`config.mk`:
```
export PLATFORM = sky130hd
export DESIGN_NAME = alu_sequencer
export DESIGN_NICKNAME = d
export VERILOG_FILES = /design/src/rtl/alu_sequencer.sv
export SDC_FILE = /design/constraint.sdc
export NUM_CORES = 1
export LEC_CHECK = 0
export ABC_CLOCK_PERIOD_IN_PS = 1850
export BUFFER_PORTS_ARGS = -buffer_cell sky130_fd_sc_hd__buf_2
export CAP_MARGIN = 20
export CORE_ASPECT_RATIO = 0.7
export CORE_UTILIZATION = 48
export CTS_CLUSTER_SIZE = 10
export DETAILED_ROUTE_END_ITERATION = 8
export GPL_TIMING_DRIVEN = 0
export PLACE_DENSITY = 0.83
export SLEW_MARGIN = 0
export SYNTH_ARGS = -nofsm -noshare
export SYNTH_HDL_FRONTEND = slang
export SYNTH_SLANG_ARGS = --single-unit
```
`constraint.sdc`:
```
create_clock -name clk -period 1.85 [get_ports clk]
set_input_delay 0 -clock clk [delete_from_list [all_inputs] [get_ports clk]]
set_output_delay 0 -clock clk [all_outputs]
set_load 0.1 [all_outputs]
```
`src/rtl/alu_sequencer.sv`:
```
// alu_sequencer: command-side controller for the 8-bit ALU.
// Accepts one operation at a time and drives registered function and operand
// values to the ALU. It samples the ALU result and flags one cycle later,
// maintains the accumulator and the op/error counters, and holds the response
// until the consumer takes it.
//
// Handshakes: a transfer happens on a rising edge where valid && ready are
// both 1. A producer holds valid and its payload stable until that edge.
// Ready may depend on registered state only.
module alu_sequencer (
    input  logic       clk,
    input  logic       rst_n,
    input  logic       cmd_valid,
    output logic       cmd_ready,
    input  logic [2:0] cmd_funct,
    input  logic [7:0] cmd_a,
    input  logic [7:0] cmd_b,
    input  logic       cmd_use_acc,
    output logic [2:0] alu_funct,
    output logic [7:0] alu_a,
    output logic [7:0] alu_b,
    input  logic [7:0] alu_out,
    input  logic       alu_carry,
    input  logic       alu_overflow,
    output logic       rsp_valid,
    input  logic       rsp_ready,
    output logic [7:0] rsp_data,
    output logic       rsp_err,
    output logic [1:0] rsp_flags,
    output logic [7:0] acc,
    output logic [1:0] seq_state,
    input  logic       err_clear,
    output logic [7:0] op_count,
    output logic [7:0] err_count
);

    // State encoding shared with the ALU's own state field.
    localparam logic [1:0] READY = 2'd0;
    localparam logic [1:0] ARITH = 2'd1;
    localparam logic [1:0] LOGIC = 2'd2;
    localparam logic [1:0] ERROR = 2'd3;

    logic [1:0] state;
    logic [1:0] nextState;
    logic       accept;
    logic       execDone;
    logic       fault;
    logic       opOk;

    // State register.
    always_ff @(posedge clk or negedge rst_n) begin
        if (!rst_n) begin
            state <= READY;
        end else begin
            state <= nextState;
        end
    end

    // Next-state logic. Arithmetic codes are 0..3 and logic codes are 4..7.
    always_comb begin
        nextState = state;
        case (state)
            READY: if (accept) nextState = cmd_funct[2] ? LOGIC : ARITH;
            ARITH: nextState = fault ? ERROR : READY;
            LOGIC: nextState = READY;
            ERROR: if (err_clear) nextState = READY;
            default: nextState = READY;
        endcase
    end

    // Output and control decode. cmd_ready uses only registered signals, so a
    // response handshake and a new accept can never happen in the same cycle.
    always_comb begin
        cmd_ready = (state == READY) && !rsp_valid;
        accept    = cmd_valid && cmd_ready;
        execDone  = (state == ARITH) || (state == LOGIC);
        fault     = 1'b0;
        if (state == ARITH) begin
            // Shifts (codes 2 and 3) fault on carry. Add and sub fault on overflow.
            fault = alu_funct[1] ? alu_carry : alu_overflow;
        end
        opOk      = execDone && !fault;
        seq_state = state;
    end

    // Operand registers feeding the ALU. They change only at the accept edge.
    always_ff @(posedge clk or negedge rst_n) begin
        if (!rst_n) begin
            alu_funct <= 3'd0;
            alu_a     <= 8'h00;
            alu_b     <= 8'h00;
        end else if (accept) begin
            alu_funct <= cmd_funct;
            alu_a     <= cmd_use_acc ? acc : cmd_a;
            alu_b     <= cmd_b;
        end
    end

    // Response capture at the end of the execute cycle. The response is then
    // held until the consumer takes it.
    always_ff @(posedge clk or negedge rst_n) begin
        if (!rst_n) begin
            rsp_valid <= 1'b0;
            rsp_data  <= 8'h00;
            rsp_err   <= 1'b0;
            rsp_flags <= 2'b00;
        end else if (execDone) begin
            rsp_valid <= 1'b1;
            rsp_data  <= alu_out;
            rsp_err   <= fault;
            rsp_flags <= (state == ARITH) ? {alu_carry, alu_overflow} : 2'b00;
        end else if (rsp_valid && rsp_ready) begin
            rsp_valid <= 1'b0;
        end
    end

    // Accumulator and counters. A faulted op leaves acc untouched.
    always_ff @(posedge clk or negedge rst_n) begin
        if (!rst_n) begin
            acc       <= 8'h00;
            op_count  <= 8'h00;
            err_count <= 8'h00;
        end else begin
            if (opOk) begin
                acc      <= alu_out;
                op_count <= op_count + 8'd1;
            end
            if (fault && (err_count != 8'hFF)) begin
                err_count <= err_count + 8'd1;
            end
        end
    end

endmodule

```
# After elaboration in Yosys (flattened, before gate mapping)
# Cells that the tools add are included.
dict set report word_totals {
  ff_bits 57
  ram_bits 0
  romBits 0
  in_bits 35
  elab_cells 41
  out_inout_bits 58
  n_memories 0
  latch_bits 0
}
dict set report op_classes {
  addsub 2
  bitwise 0
  muxes 11
  div 0
  n_eq_ne 6
  mul 0
  magnitude_cmp 0
  reduce_logical 11
  shifts 0
}
# op n
set ops {}
lappend ops {{$add A8 B1 Y8 const B} 2}
lappend ops {{$mux W2} 5}
lappend ops {{$mux W8} 1}
lappend ops {{$ne A8 B8 Y1 const B} 1}
lappend ops {{$pmux W2 S4} 1}
lappend ops {{$logic_and A1 B1 Y1} 5}
lappend ops {{$eq A2 B2 Y1 const B} 2}
lappend ops {{$mux W1} 4}
lappend ops {{$ne A2 B2 Y1 const B} 2}
lappend ops {{$eq A2 B1 Y1 const B} 1}
lappend ops {{$logic_not A1 Y1} 2}
lappend ops {{$logic_not A2 Y1} 1}
lappend ops {{$reduce_and A2 Y1} 1}
lappend ops {{$reduce_bool A2 Y1} 1}
lappend ops {{$logic_or A1 B1 Y1} 1}

# Logic depth before layout (Yosys ltp)
dict set report depth {
  word_depth 5
  mapped_depth 7
  mapped_depth_nobuf 6
}

# Worst setup path before layout
# OpenSTA, ideal clock, no wires.
dict set report synth_timing {
  path_kind {reg-to-reg}
  start {register state[1] (netlist: seq_state[1])}
  end {register alu_funct[1]}
  path_slack_ns -1.705
  stages_incl_launch_ff 7
  required_ns 1.724
  arrival_ns 3.429
  n_path_buf 1
  cell_sequence {dfrtp_1 -> inv_1 -> ha_1 -> nor2b_1 -> nand2_2 -> buf_2 -> mux2_2}
}
dict set report synth_between {
  elab_chain_cells 3
}
# element line_no
set synth_lines {}
lappend synth_lines {{start, declared} 43} ;# logic [1:0] state;
lappend synth_lines {{start signal, assigned} 55} ;# state <= nextState;
lappend synth_lines {{$logic_not A2 Y1} 74} ;# cmd_ready = (state == READY) && !rsp_valid;
lappend synth_lines {{$logic_and A1 B1 Y1} 74}
lappend synth_lines {{net cmd_ready} 14} ;# output logic cmd_ready,
lappend synth_lines {{$logic_and A1 B1 Y1} 75} ;# accept = cmd_valid && cmd_ready;
lappend synth_lines {{end signal, assigned} 93} ;# alu_funct <= cmd_funct;
lappend synth_lines {{end, declared} 19} ;# output logic [2:0] alu_funct,
# The timed path passes the listed nets, and every way through them passes these cells.
# A chain may end at the register's enable or synchronous reset.

# Worst setup path after layout
dict set report layout_timing {
  start {register state[0] (netlist: seq_state[0])}
  end {register rsp_data[6]}
}
dict set report layout_between {
  elab_chain_cells 2
  word_cells_on_any_way 3
}
# element line_no
set layout_lines {}
lappend layout_lines {{$eq A2 B1 Y1 or $eq A2 B2 Y1 (tied branches)} 76} ;# execDone = (state == ARITH) || (state == LOGIC);
lappend layout_lines {{$logic_or A1 B1 Y1 *} 76}
lappend layout_lines {{net execDone} 46} ;# logic execDone;
lappend layout_lines {{end signal, assigned} 109} ;# rsp_data <= alu_out;
lappend layout_lines {{end, declared} 27} ;# output logic [7:0] rsp_data,
# Mark *: on every way through the listed nets, which the timed path passes. The rest lies on a longest branch.

==> out/qor.csv <==
stage,metric,value,unit
timing,finalCritPeriodShare,95.2,%
synth,synth.net_count,234,
synth,yosys-top-cells-area,"dfrtp_1, mux2_2, mux2i_1",
timing,fin_hold_ws,0.103,ns
timing,slew_headroom,60.1,%
global_routing,grt_pass1_vias,1912,
clock_tree,clock_latency,0.33,ns
clock_tree,numCtsBuffers,9,
worst_hold_path,hold_class,in -> reg,
route,route.detailed.drc,0,
clock_tree,htree_num_levels,3,
timing,period_needed,1.76,ns
synth,netlist.top_cell.by_area,dfrtp_1,
finish,regArea,0.00145,mm²
global_routing,antenna_found_initial,0,
die,die_w,87.5,µm
die,row_count,21,
clock_tree,post_cts_buffers,0,
synth,synth.yosys.seq_area_share,58.0,%
route,vias,1952,
finish,multi_input_area,0.00103,mm²
global_routing,grt_usage,23.9,%
synth,synth_cell_type_count,32,
timing,hold_viol_final,0,
route,wl_met1,2610,µm
critical_path,crit_arrival,1.98,ns
route,dr_wl_met3,322,µm
finish,fillers,348,
synth,netlist.area_leader.share,58.0,%
route,drt_pre_antenna_iters,4,
timing,setup_violations,0,
die,core,0.00486,mm²
worst_hold_path,hp-start,err_clear,
global_routing,grt_max_degree,36,
timing,tightest_slew,0.598,ns
critical_path,cp-start-kind,flip-flop,
finish,area_growth,47.0,%
outcome,status,finished clean,
synth,synth_warnings,0,
clock_tree,cts_sinks,57,
finish,final-instance-count-excl-fill,401,
synth,netlist_instances,193,
route,routed_wl,5800,µm
die,initial_utilization,50.6,%
synth,syn_area,0.00246,mm²
die,dieHeight,61.9,µm
synth,synth_ff_type,dfrtp_1,
finish,stdcell_area,0.00361,mm²
route,met2_length,2750,µm
critical_path,worst-path-max-fanout,10,
clock_tree,clk_pin_slew,0.06,ns
placed_design,place_inst,354,
placed_design,gp_congestion,0.718,
flow_run,drv_cap,0,
critical_path,endpoint_kind,flip-flop,
route,drt_iter0_markers,33,
timing,drv_slew,0,
die,io-pin-count,93,
placed_design,place_area,0.00309,mm²
route,vias_per_cell,4.87,
critical_path,timing_worst_setup_path_type,reg -> reg,
placed_design,port_buffers,91,
placed_design,dp_hpwl,3990,µm
synth,synth_edf_count,0,
die,die_area,0.00542,mm²
finish,drive_gt1_share,50.9,%
synth,synth.ff_latch_count,57,
clock_tree,cts_max_path_buffers,2,
synth,syn_area_per_cell,12.7,µm²
clock_tree,clock_tree.root_cell,clkbuf_8,
route,highest_layer,met4,
route,wl_per_cell,14.5,µm
route,antenna_left,0,
global_routing,grt_pass1_wl,9140,µm
critical_path,crit_start,seq_state[0]$_DFFE_PN0P_,
finish,final_nets,368,
global_routing,overflow,0,
critical_path,r2r-start,seq_state[0]$_DFFE_PN0P_,
timing,rsz0062_at_grt,false,
finish,diodes,0,
timing,clock.fmax,568,MHz
timing,fin_skew,0.00921,ns
critical_path,cp.required,2.07,ns
clock_tree,tritoncts,done,
synth,async_flop_share,100,%
==> registers in the layout (all words and copies together), names as in the netlist <==
name       cells
acc            8
alu_a          8
alu_b          8
alu_funct      3
err_count      8
op_count       8
rsp_data       8
rsp_err        1
rsp_flags      2
rsp_valid      1
seq_state      2
==> path summary, 6_finish.rpt <==
check	slack, ns	end	cells past startpoint
worst max register to register	0.09	rsp_data[6]$_DFFE_PN0P_	5
worst min register to register	0.47	op_count[7]$_DFFE_PN0P_	1
min in group asynchronous	0.18	op_count[4]$_DFFE_PN0P_	2
max in group asynchronous	1.08	alu_funct[1]$_DFFE_PN0P_	3
worst min-delay path	0.10	seq_state[0]$_DFFE_PN0P_	5
worst max-delay path	0.09	rsp_data[6]$_DFFE_PN0P_	5
==> per-layer routing <==
metal / GRT usage [%] / up-vias
li1: - / 947
met1: 28.5 / 924
met2: 40.3 / 69
met3: 7.66 / 12
met4: 11.7 / 0
met5: 0 / -
==> cells by family (layout without fill, tap and decap cells) <==
kind of cell    Yosys count  after routing  share of synthesized area (%)
compound gates           22             22                           4.89
flops                    57             57                           58.0
buf+inv                  13            152                           2.24
mux                      44             44                           19.7
fa+ha+maj                 6              6                           3.05
xor+xnor                  9              9                           3.21
simple gates             42             42                           8.86
==> per-stage QoR <==
step / utilization (%) / setup WS, ns / setup TNS, ns
floorplan: - / -0.290 / -4.19
global placement: 63.2 / -0.0108 / -0.0721
detailed placement: 63.6 / -0.0421 / -0.252
CTS: 74.1 / 0.0466 / 0
global route: 74.4 / 0.00806 / 0
finish: 74.4 / 0.0893 / 0
==> layout by cell type (no fill, tap or decap), types with 8 or more instances in the layout <==
| cell type | netlist | routed |
|---|---|---|
| dfrtp_1 | 57 | 43 |
| clkbuf_8 | 0 | 10 |
| mux2i_1 | 10 | 10 |
| o21ai_0 | 10 | 10 |
| dfrtp_2 | 0 | 12 |
| dlygate4sd3_1 | 0 | 31 |
| nand2_1 | 15 | 15 |
| mux2_2 | 33 | 33 |
| buf_2 | 2 | 93 |
| nand3_1 | 8 | 8 |
==> timing repair <==
item,in CTS,in global routing
pin swaps,0,0
gates cloned,0,0
resized for setup,2,2
hold endpoints to repair,61,0
endpoints found under the setup margin,8,4
hold buffers,31,0
==> critical path, stage by stage (launching register included) <==
cell,delay [ns]
dfrtp_4,0.47
inv_4,0.05
ha_4,0.24
buf_2,0.22
buf_2,0.29
mux2_2,0.37
==> cell type report <==
class | count | share of cell area, %
clock inverter | 3 | 1.11
inverter | 7 | 0.865
tap | 69 | 2.39
timing repair buffer | 123 | 21.7
sequential | 57 | 40.1
multi-input combinational | 123 | 28.4
buffer | 6 | 1.32
clock buffer | 13 | 4.12
==> synthesized netlist by cell type (2+ instances only) <==
master	instances
o21ai_0	10
nor2b_1	2
nand4_1	3
nor2_1	4
clkbuf_1	2
nand3_1	8
xnor2_1	5
xor2_1	4
and3_1	2
mux2_2	33
nand2_1	15
buf_2	2
dfrtp_1	57
ha_1	6
mux2i_1	10
a21oi_1	8
inv_1	7
Power is not shown: default switching activity piles up to over one toggle a cycle in this logic, so the estimate is an artifact.
